**src/rtl/irq_capture8_pkg.sv**
```systemverilog
// ---------------------------------------------------------------------------
// irq_pkg
// Shared definitions for the eight-line interrupt capture stage: line count,
// index width, the request vector type, the handshake FSM state encoding and
// a helper that expands an index into a one-hot line vector.
// ---------------------------------------------------------------------------
package irq_pkg;

    localparam int IRQ_N    = 8;
    localparam int IRQ_IDXW = 3;

    typedef logic [IRQ_N-1:0] irq_vec_t;

    typedef enum logic [0:0] {
        IRQ_IDLE,
        IRQ_PRESENT
    } irq_state_t;

    // One-hot line vector for a given request index.
    function automatic irq_vec_t irq_onehot(input logic [IRQ_IDXW-1:0] idx);
        irq_vec_t v;
        v      = '0;
        v[idx] = 1'b1;
        return v;
    endfunction

endpackage

```
**src/rtl/irq_capture8_if.sv**
```systemverilog
// ---------------------------------------------------------------------------
// irq_capture8_if
// Bus between the capture stage, the external priority encoder and the
// request consumer.
//   pend_out  : masked pending vector, feeds encoder input A
//   enc_idx   : encoder output Y, returned combinationally
//   irq_valid : a request index is presented
//   irq_idx   : presented index, stable while irq_valid
//   irq_ack   : consumer accepts the presented request
// master = capture stage, slave = encoder/consumer side.
// ---------------------------------------------------------------------------
interface irq_capture8_if;
    import irq_pkg::*;

    irq_vec_t              pend_out;
    logic [IRQ_IDXW-1:0]   enc_idx;
    logic                  irq_valid;
    logic [IRQ_IDXW-1:0]   irq_idx;
    logic                  irq_ack;

    modport master (
        output pend_out,
        output irq_valid,
        output irq_idx,
        input  enc_idx,
        input  irq_ack
    );

    modport slave (
        input  pend_out,
        input  irq_valid,
        input  irq_idx,
        output enc_idx,
        output irq_ack
    );

endinterface

```
**src/rtl/irq_capture8_sync_bit_chain.sv**
```systemverilog
// ---------------------------------------------------------------------------
// sync_bit_chain
// Single-bit synchroniser: SYNC_STAGES flops in series (2 or 3), all cleared
// by a synchronous active-low reset.
//   clk   : system clock
//   rst_n : synchronous active-low reset
//   i_d   : asynchronous input bit
//   o_q   : synchronised output bit
// ---------------------------------------------------------------------------
module sync_bit_chain #(
    parameter int SYNC_STAGES = 2
) (
    input  logic clk,
    input  logic rst_n,
    input  logic i_d,
    output logic o_q
);

    logic [SYNC_STAGES-1:0] r_chain;

    always_ff @(posedge clk) begin
        if (!rst_n) begin
            r_chain <= '0;
        end else begin
            r_chain <= {r_chain[SYNC_STAGES-2:0], i_d};
        end
    end

    assign o_q = r_chain[SYNC_STAGES-1];

endmodule

```
**src/rtl/irq_capture8.sv**
```systemverilog
// ---------------------------------------------------------------------------
// irq_capture8
// Eight-line interrupt capture and service stage. Raw lines are synchronised,
// captured as edge or level requests into a pending register, masked onto
// pend_out for the external priority encoder, and the returned index is
// presented through a valid/ack handshake. Acking retires edge requests.
//   clk       : system clock, all state on rising edge
//   rst_n     : synchronous active-low reset
//   irq_in    : raw request lines (asynchronous)
//   edge_mode : 1 = rising-edge triggered, 0 = level triggered
//   mask      : 1 = line enabled onto pend_out
//   overflow  : sticky per-line lost-edge flags
//   ovf_clr   : clears all overflow flags
//   irq_bus   : pend_out / enc_idx / irq_valid / irq_idx / irq_ack
// ---------------------------------------------------------------------------
module irq_capture8
    import irq_pkg::*;
#(
    parameter int SYNC_STAGES = 2,
    parameter int N           = IRQ_N,
    parameter int IDXW        = IRQ_IDXW
) (
    input  logic            clk,
    input  logic            rst_n,
    input  logic [N-1:0]    irq_in,
    input  logic [N-1:0]    edge_mode,
    input  logic [N-1:0]    mask,
    input  logic            ovf_clr,
    output logic [N-1:0]    overflow,
    irq_capture8_if.master  irq_bus
);

    logic [N-1:0]    w_sync;
    logic [N-1:0]    w_rise;
    logic [N-1:0]    w_ack_vec;
    logic [N-1:0]    w_ovf_set;
    logic [N-1:0]    w_pend_next;
    logic [N-1:0]    w_pend_out;
    logic [N-1:0]    r_prev;
    logic [N-1:0]    r_pending;
    logic [N-1:0]    r_overflow;
    irq_state_t      r_state;
    logic [IDXW-1:0] r_irq_idx;
    logic            r_irq_valid;

    for (genvar g = 0; g < N; g++) begin : g_sync
        sync_bit_chain #(
            .SYNC_STAGES (SYNC_STAGES)
        ) u_sync (
            .clk   (clk),
            .rst_n (rst_n),
            .i_d   (irq_in[g]),
            .o_q   (w_sync[g])
        );
    end

    // The line being retired this cycle, if any. Only an ack while a request
    // is actually presented counts; an ack in IDLE selects nothing.
    always_comb begin
        w_rise    = w_sync & ~r_prev;
        w_ack_vec = '0;
        if (r_state == IRQ_PRESENT && irq_bus.irq_ack) begin
            w_ack_vec = irq_onehot(r_irq_idx);
        end
        // Edge lines: a rise sets and beats a coincident ack clear.
        // Level lines: simply follow the synchronised input.
        w_pend_next = (edge_mode & ((r_pending & ~w_ack_vec) | w_rise))
                    | (~edge_mode & w_sync);
        // A rise lost onto an already-pending edge line, unless that line is
        // being retired this very cycle.
        w_ovf_set   = w_rise & edge_mode & r_pending & ~w_ack_vec;
        w_pend_out  = r_pending & mask;
    end

    // Capture path: previous-sample, pending and sticky overflow registers.
    // A fresh overflow set wins over a simultaneous clear.
    always_ff @(posedge clk) begin
        if (!rst_n) begin
            r_prev     <= '0;
            r_pending  <= '0;
            r_overflow <= '0;
        end else begin
            r_prev    <= w_sync;
            r_pending <= w_pend_next;
            if (ovf_clr) begin
                r_overflow <= w_ovf_set;
            end else begin
                r_overflow <= r_overflow | w_ovf_set;
            end
        end
    end

    // Handshake FSM. The encoder index is latched on leaving IDLE and held
    // through PRESENT regardless of later mask/pending changes. Returning to
    // IDLE for one cycle after an ack lets pend_out show the retirement
    // before the encoder result is sampled again.
    always_ff @(posedge clk) begin
        if (!rst_n) begin
            r_state     <= IRQ_IDLE;
            r_irq_idx   <= '0;
            r_irq_valid <= 1'b0;
        end else begin
            case (r_state)
                IRQ_IDLE: begin
                    if (w_pend_out != '0) begin
                        r_irq_idx   <= irq_bus.enc_idx;
                        r_irq_valid <= 1'b1;
                        r_state     <= IRQ_PRESENT;
                    end
                end
                IRQ_PRESENT: begin
                    if (irq_bus.irq_ack) begin
                        r_irq_valid <= 1'b0;
                        r_state     <= IRQ_IDLE;
                    end
                end
                default: begin
                    r_irq_valid <= 1'b0;
                    r_state     <= IRQ_IDLE;
                end
            endcase
        end
    end

    assign overflow          = r_overflow;
    assign irq_bus.pend_out  = w_pend_out;
    assign irq_bus.irq_valid = r_irq_valid;
    assign irq_bus.irq_idx   = r_irq_idx;

endmodule

```
**src/flat_wrapper.sv**
```systemverilog
// flat-port wrapper written by rule: the top's interface ports become plain ports
module irq_capture8_flat import irq_pkg::*;
#(
    parameter int SYNC_STAGES = 2,
    parameter int N           = IRQ_N,
    parameter int IDXW        = IRQ_IDXW
)
  (clk, rst_n, irq_in, edge_mode, mask, ovf_clr, overflow, irq_bus_pend_out, irq_bus_irq_valid, irq_bus_irq_idx, irq_bus_enc_idx, irq_bus_irq_ack);
  irq_capture8_if irq_bus_i ();
  input  logic clk;
  input  logic rst_n;
  input  logic [N-1:0] irq_in;
  input  logic [N-1:0] edge_mode;
  input  logic [N-1:0] mask;
  input  logic ovf_clr;
  output logic [N-1:0] overflow;
  output wire logic [$bits(irq_bus_i.pend_out)-1:0] irq_bus_pend_out;
  output wire logic [$bits(irq_bus_i.irq_valid)-1:0] irq_bus_irq_valid;
  output wire logic [$bits(irq_bus_i.irq_idx)-1:0] irq_bus_irq_idx;
  input wire logic [$bits(irq_bus_i.enc_idx)-1:0] irq_bus_enc_idx;
  input wire logic [$bits(irq_bus_i.irq_ack)-1:0] irq_bus_irq_ack;
  assign irq_bus_pend_out = irq_bus_i.pend_out;
  assign irq_bus_irq_valid = irq_bus_i.irq_valid;
  assign irq_bus_irq_idx = irq_bus_i.irq_idx;
  assign irq_bus_i.enc_idx = irq_bus_enc_idx;
  assign irq_bus_i.irq_ack = irq_bus_irq_ack;
  irq_capture8 #(.SYNC_STAGES(SYNC_STAGES), .N(N), .IDXW(IDXW)) u_core (.clk(clk), .rst_n(rst_n), .irq_in(irq_in), .edge_mode(edge_mode), .mask(mask), .ovf_clr(ovf_clr), .overflow(overflow), .irq_bus(irq_bus_i));
endmodule
```
**config.mk**
```make
export PLATFORM = sky130hd
export DESIGN_NAME = irq_capture8_flat
export DESIGN_NICKNAME = d
export VERILOG_FILES = /design/src/rtl/irq_capture8_pkg.sv /design/src/rtl/irq_capture8_if.sv /design/src/rtl/irq_capture8_sync_bit_chain.sv /design/src/rtl/irq_capture8.sv /design/src/flat_wrapper.sv
export SDC_FILE = /design/constraint.sdc
export NUM_CORES = 1
export LEC_CHECK = 0
export CAP_MARGIN = 20
export CORE_UTILIZATION = 40
export DETAILED_ROUTE_END_ITERATION = 6
export PLACE_DENSITY = 0.75
export SLEW_MARGIN = 10
export SYNTH_ARGS = -nofsm -noshare
export SYNTH_HDL_FRONTEND = slang
export SYNTH_SLANG_ARGS = --single-unit
```
**constraint.sdc**
```tcl
create_clock -name clk -period 1.4 [get_ports clk]
set_input_delay 0.28 -clock clk [delete_from_list [all_inputs] [get_ports clk]]
set_output_delay 0.28 -clock clk [all_outputs]
set_load 0.02 [all_outputs]
```
======== Word level (Yosys, flattened, before mapping) ========
Index checks and enable logic that the tools add are counted.
storage, ports and cells
  flip-flop bits (word level) ............. 45
  bits of input ports ..................... 31
  word-level logic and storage cells ...... 48
operators by class
  order comparisons ....................... 2
  eq/ne operators ......................... 2
  muxes and demuxes ....................... 10
  bitwise operators ....................... 15
  reductions and logical operators ........ 5
operators with widths
  cell                count
  $and 8x8->8         8
  $not 8->8           3
  $or 8x8->8          3
  $mux 8              2
  $reduce_bool 8->1   1
  $mux 1              5
  $lt 3x4->1 const B  1
  $pmux 1 s2          2
  $reduce_and 2->1    2
  $demux 1 s3         1
  $ge 3x1->1 const B  1
  $logic_and 1x1->1   2
  $ne 2x1->1 const B  1
  $ne 2x2->1 const B  1
  $not 1->1           1

======== Logic depth before layout (Yosys ltp) ========
  depth after elaboration ................. 10
  depth in mapped cells ................... 4
  depth with buffers taken out ............ 4

======== Hierarchy ========
A second synthesis with hierarchy kept.
second synthesis, totals
  cell total of the unflattened synthesis .. 159
  area total of the unflattened synthesis .. 1591.5 um^2
by module, submodules not included
  module          times used  cells an instance  area an instance (um^2)  sequential area each (um^2)
  irq_capture8    1           127                1171.1                   580.6
  sync_bit_chain  8           4                  52.6                     40.0

======== Worst setup path after synthesis ========
OpenSTA, ideal clock, no wires.
  path kind ............................... input to register
  from .................................... input mask[1]
  to ...................................... register u_core.r_irq_valid (netlist: u_core.irq_bus.irq_valid)
  library setup time ...................... 0.115 ns
  arrival time ............................ 1.192 ns
  data required time ...................... 1.285 ns
  path slack .............................. 0.093 ns
  cell stages on the path ................. 4
  cell sequence ........................... and2_1 nor4_4 a41oi_4 o21a_1
on the way
  cells in the longest elaborated chain, start to end .. 4
RTL lines
  item                               RTL line             text
  start, declared                    flat_wrapper.sv:14   input logic [N-1:0] mask;
  $and 8x8->8                        irq_capture8.sv:72   w_pend_out = r_pending & mask;
  $reduce_bool 8->1                  irq_capture8.sv:105  if (w_pend_out != '0) begin
  $ne 2x1->1 (no source line)        n/a
  $reduce_and 2->1 (no source line)  n/a
  end signal, assigned               irq_capture8.sv:101  r_irq_valid <= 1'b0;
  end signal, assigned               irq_capture8.sv:107  r_irq_valid <= 1'b1;
  end signal, assigned               irq_capture8.sv:113  r_irq_valid <= 1'b0;
  end, declared                      irq_capture8.sv:44   logic r_irq_valid;
No other way between the ends.
A chain may end at the register's enable or synchronous reset.

======== Worst setup path in the final report ========
  from .................................... register u_core.r_pending[6]
  to ...................................... register u_core.r_irq_valid (netlist: u_core.irq_bus.irq_valid)
on the way
  cells in the longest elaborated chain, start to end .. 4
RTL lines
  item                               RTL line             text
  start, declared                    irq_capture8.sv:40   logic [N-1:0] r_pending;
  start signal, assigned             irq_capture8.sv:84   r_pending <= w_pend_next;
  $and 8x8->8                        irq_capture8.sv:72
  $reduce_bool 8->1                  irq_capture8.sv:105
  $ne 2x1->1 (no source line)        n/a
  $reduce_and 2->1 (no source line)  n/a
No other way between the ends.

==> results.toml <==
[final_layout]
drive_gt1_share_pct = 16.4
fin_util_pct = 60.8
fill_cells = 331
finalNetCount = 250
syn_to_final_growth_pct = 42.8
stdcell_area_um2 = 2260
diodes = 0
fin_cells = 268

[yosys]
synth_top_family_by_area = "simple AND/OR/NAND/NOR gates"
syn_avg_cell_area_um2 = 10.2
async_reset_ff_share_pct = 0
syn_inst = 155
synthFlopType = "dfxtp_1"
synth_edf_count = 0
ys_ff_latch = 45
yosysTopAreaCell = "dfxtp_1"
ys_seq_area_share_pct = 56.9
syn_nets = 186
yosysMostFrequentCell = "dfxtp_1"
synthMuxAreaShare_pct = 1.90
synthXorXnorAreaFrac_pct = 0
synth_top_area_share_pct = 56.9
synthTopCellsByCount = "45 x dfxtp_1, 29 x and2_1, 17 x nand2_1"
synthesis.area_um2 = 1580
yosysWarnings = 0
ys_types = 21
yosys.area_share.simple_pct = 23.2
synthAdderAreaFrac_pct = 0
synth_compound_area_share_pct = 14.4
synth.area.top_cells = "dfxtp_1 57%, and2_1 11%, a32o_1 5.1%"

[timing]
maxSlewViolCount = 0
finClkSkew_ps = 6.30
relSlewSlack_pct = 54.9
min_period_over_period_pct = 98.1
rsz0062_at_grt = "true"
worstMarginPinSlew_ps = 676
timing.fmax_mhz = 728
setup_violations = 0
hold_violations = 0
min_period_ps = 1370
final.setup.worst_slack_ps = 26.7

[worst_setup_path]
critical_path_class = "reg -> reg"
end_kind = "flip-flop"
startpoint_type = "flip-flop"
worst_ep_arrival_time_ps = 1560
crit_chain = "and2_4 -> nor4_4 -> a41oi_4 -> o21a_1"
cp_data_required_time_ps = 1590
slowest_delay_ps = 370
critPathMaxFanout = 4
slowest_stage = "nor4_4"

[power_and_ir_drop]
powerDensity_nw_per_um2 = 1060
vdd_drop_max_v = 0.000645
power.leakage_nw = 1.09

[drt]
wl_per_cell_um = 12.7
postRouteAntennaNets = 0
drt_iter0_drc = 35
drc_errors = 0
vias_per_cell = 4.85
routed_wl_um = 3410
num_vias = 1299
dr.pass1.iters = 4

[cts]
h-tree-depth = 2
clk_root_buffer_cell = "clkbuf_8"
numCtsBuffers = 5
clk_latency_ps = 290
cts_buffer_depth = 2
post_cts_buffers = 0
path_clk_slew_ps = 70
cts_tree = "built"
clock_sinks = 45

[floorplanning]
start_util_pct = 42.6
coreArea_um2 = 3720
row_count = 22
fp.dieArea_um2 = 4210
die_w_um = 64.9
dieHeight_um = 64.9
io_pins = 51

[grt]
grt_antenna_before_repair = 0
grt_pass1_vias = 1351
grt-ovfl-total = 0
grt_start_max_net_pins = 24
track_usage_pct = 18.0
grt_pass1_wl_um = 5720

[flow_run]
maxCapViolCount = 0

[place]
place_congestion = 0.783
hpwl_um = 2620
dp_cells = 261
io_buffers = 50
place_ws_ps = -457
dpl_cell_area_um2 = 2220

[min_path]
hp-class = "reg -> reg"

[status]
status = "finished clean"
[area by class of cell]
class	instances	area [µm²]	area share [%]
repair buffers	62	543	24.0
flip-flops and latches	45	903	40.0
well taps	48	60.1	2.66
multi-input cells	95	637	28.2
clock buffers	8	80.1	3.54
inverters	10	37.5	1.66
[where the power goes]
| part | internal (W) | switching [W] | leakage (nW) | total, W |
|---|---|---|---|---|
| combinational | 0.000166 | 0.000127 | 0.680 | 0.000293 |
| sequential | 0.00133 | 0.0000276 | 0.369 | 0.00136 |
| clock | 0.000354 | 0.000380 | 0.0395 | 0.000734 |
[critical path: cells and delay by family (launching register included)]
| kind | cells | cell delay (ps) |
|---|---|---|
| flip-flops | 1 | 330 |
| AND/OR/NAND/NOR | 2 | 510 |
| AO/OA/AOI/OAI | 2 | 430 |
[per-stage QoR]
stage                     total power (W)  hold slack (ps)  TNS (ps)
after floorplan                   0.00152              402         0
after global placement            0.00169              414     -6450
after detailed placement          0.00170              421     -7210
after CTS                         0.00242              439         0
after global routing              0.00251              445     -24.8
final                             0.00239              435         0
[final timing paths]
check,start,end,slack [ps],cells after the start
min reg2reg,u_core.g_sync[2].u_sync.r_chain[0],u_core.g_sync[2].u_sync.r_chain[1],440,1
max,u_core.r_pending[6],u_core.irq_bus.irq_valid,30,4
min,u_core.g_sync[2].u_sync.r_chain[0],u_core.g_sync[2].u_sync.r_chain[1],440,1
max reg2reg,u_core.r_pending[6],u_core.irq_bus.irq_valid,30,4
[registers in the layout (all words and copies together), names as in the netlist]
register	flops
u_core.g_sync.u_sync.r_chain	16
u_core.irq_bus.irq_idx	3
u_core.irq_bus.irq_valid	1
u_core.overflow	8
u_core.r_pending	8
u_core.r_prev	8
u_core.r_state	1
[per-layer routing]
layer / global-route usage (%) / vias up / routed length [µm]
li1: - / 651 / -
met1: 19.5 / 606 / 1390
met2: 33.1 / 35 / 1760
met3: 5.81 / 7 / 216
met4: 5.00 / 0 / 40
met5: 0 / - / 0
[timing repair]
action / in CTS / in global routing
endpoints found under the setup margin: 25 / 6
gates resized for setup: 50 / 7
pin swaps: 6 / 5
hold buffers: 0 / 0
endpoints found under the hold margin: 0 / 0
[logic make-up after synthesis]
family / after synthesis
simple gates: 65
flops: 45
compound gates: 27
buf+inv: 15
mux: 3
[placed cells by master (no fill, tap or decap)]
cell type / netlist / final
dlygate4sd2_1: 0 / 14
clkdlybuf4s50_1: 0 / 24
clkbuf_8: 0 / 5
a31oi_1: 2 / 2
nor2b_1: 3 / 3
and2_1: 29 / 25
clkbuf_1: 4 / 3
and2_4: 2 / 6
a21oi_1: 6 / 6
a21o_1: 8 / 8
a32o_1: 8 / 8
nand3_1: 8 / 8
buf_4: 0 / 12
and3_1: 1 / 1
nor4_4: 1 / 1
inv_1: 10 / 10
nand4_1: 1 / 1
dfxtp_2: 0 / 2
nand2_1: 17 / 17
o21a_1: 1 / 1
dfxtp_1: 45 / 43
o211a_1: 1 / 1
buf_2: 1 / 8
nor2_2: 0 / 1
dlymetal6s2s_1: 0 / 4
nor2_1: 3 / 2
a41oi_4: 1 / 1
mux2i_1: 3 / 3
(Power assumes the default switching activity.)
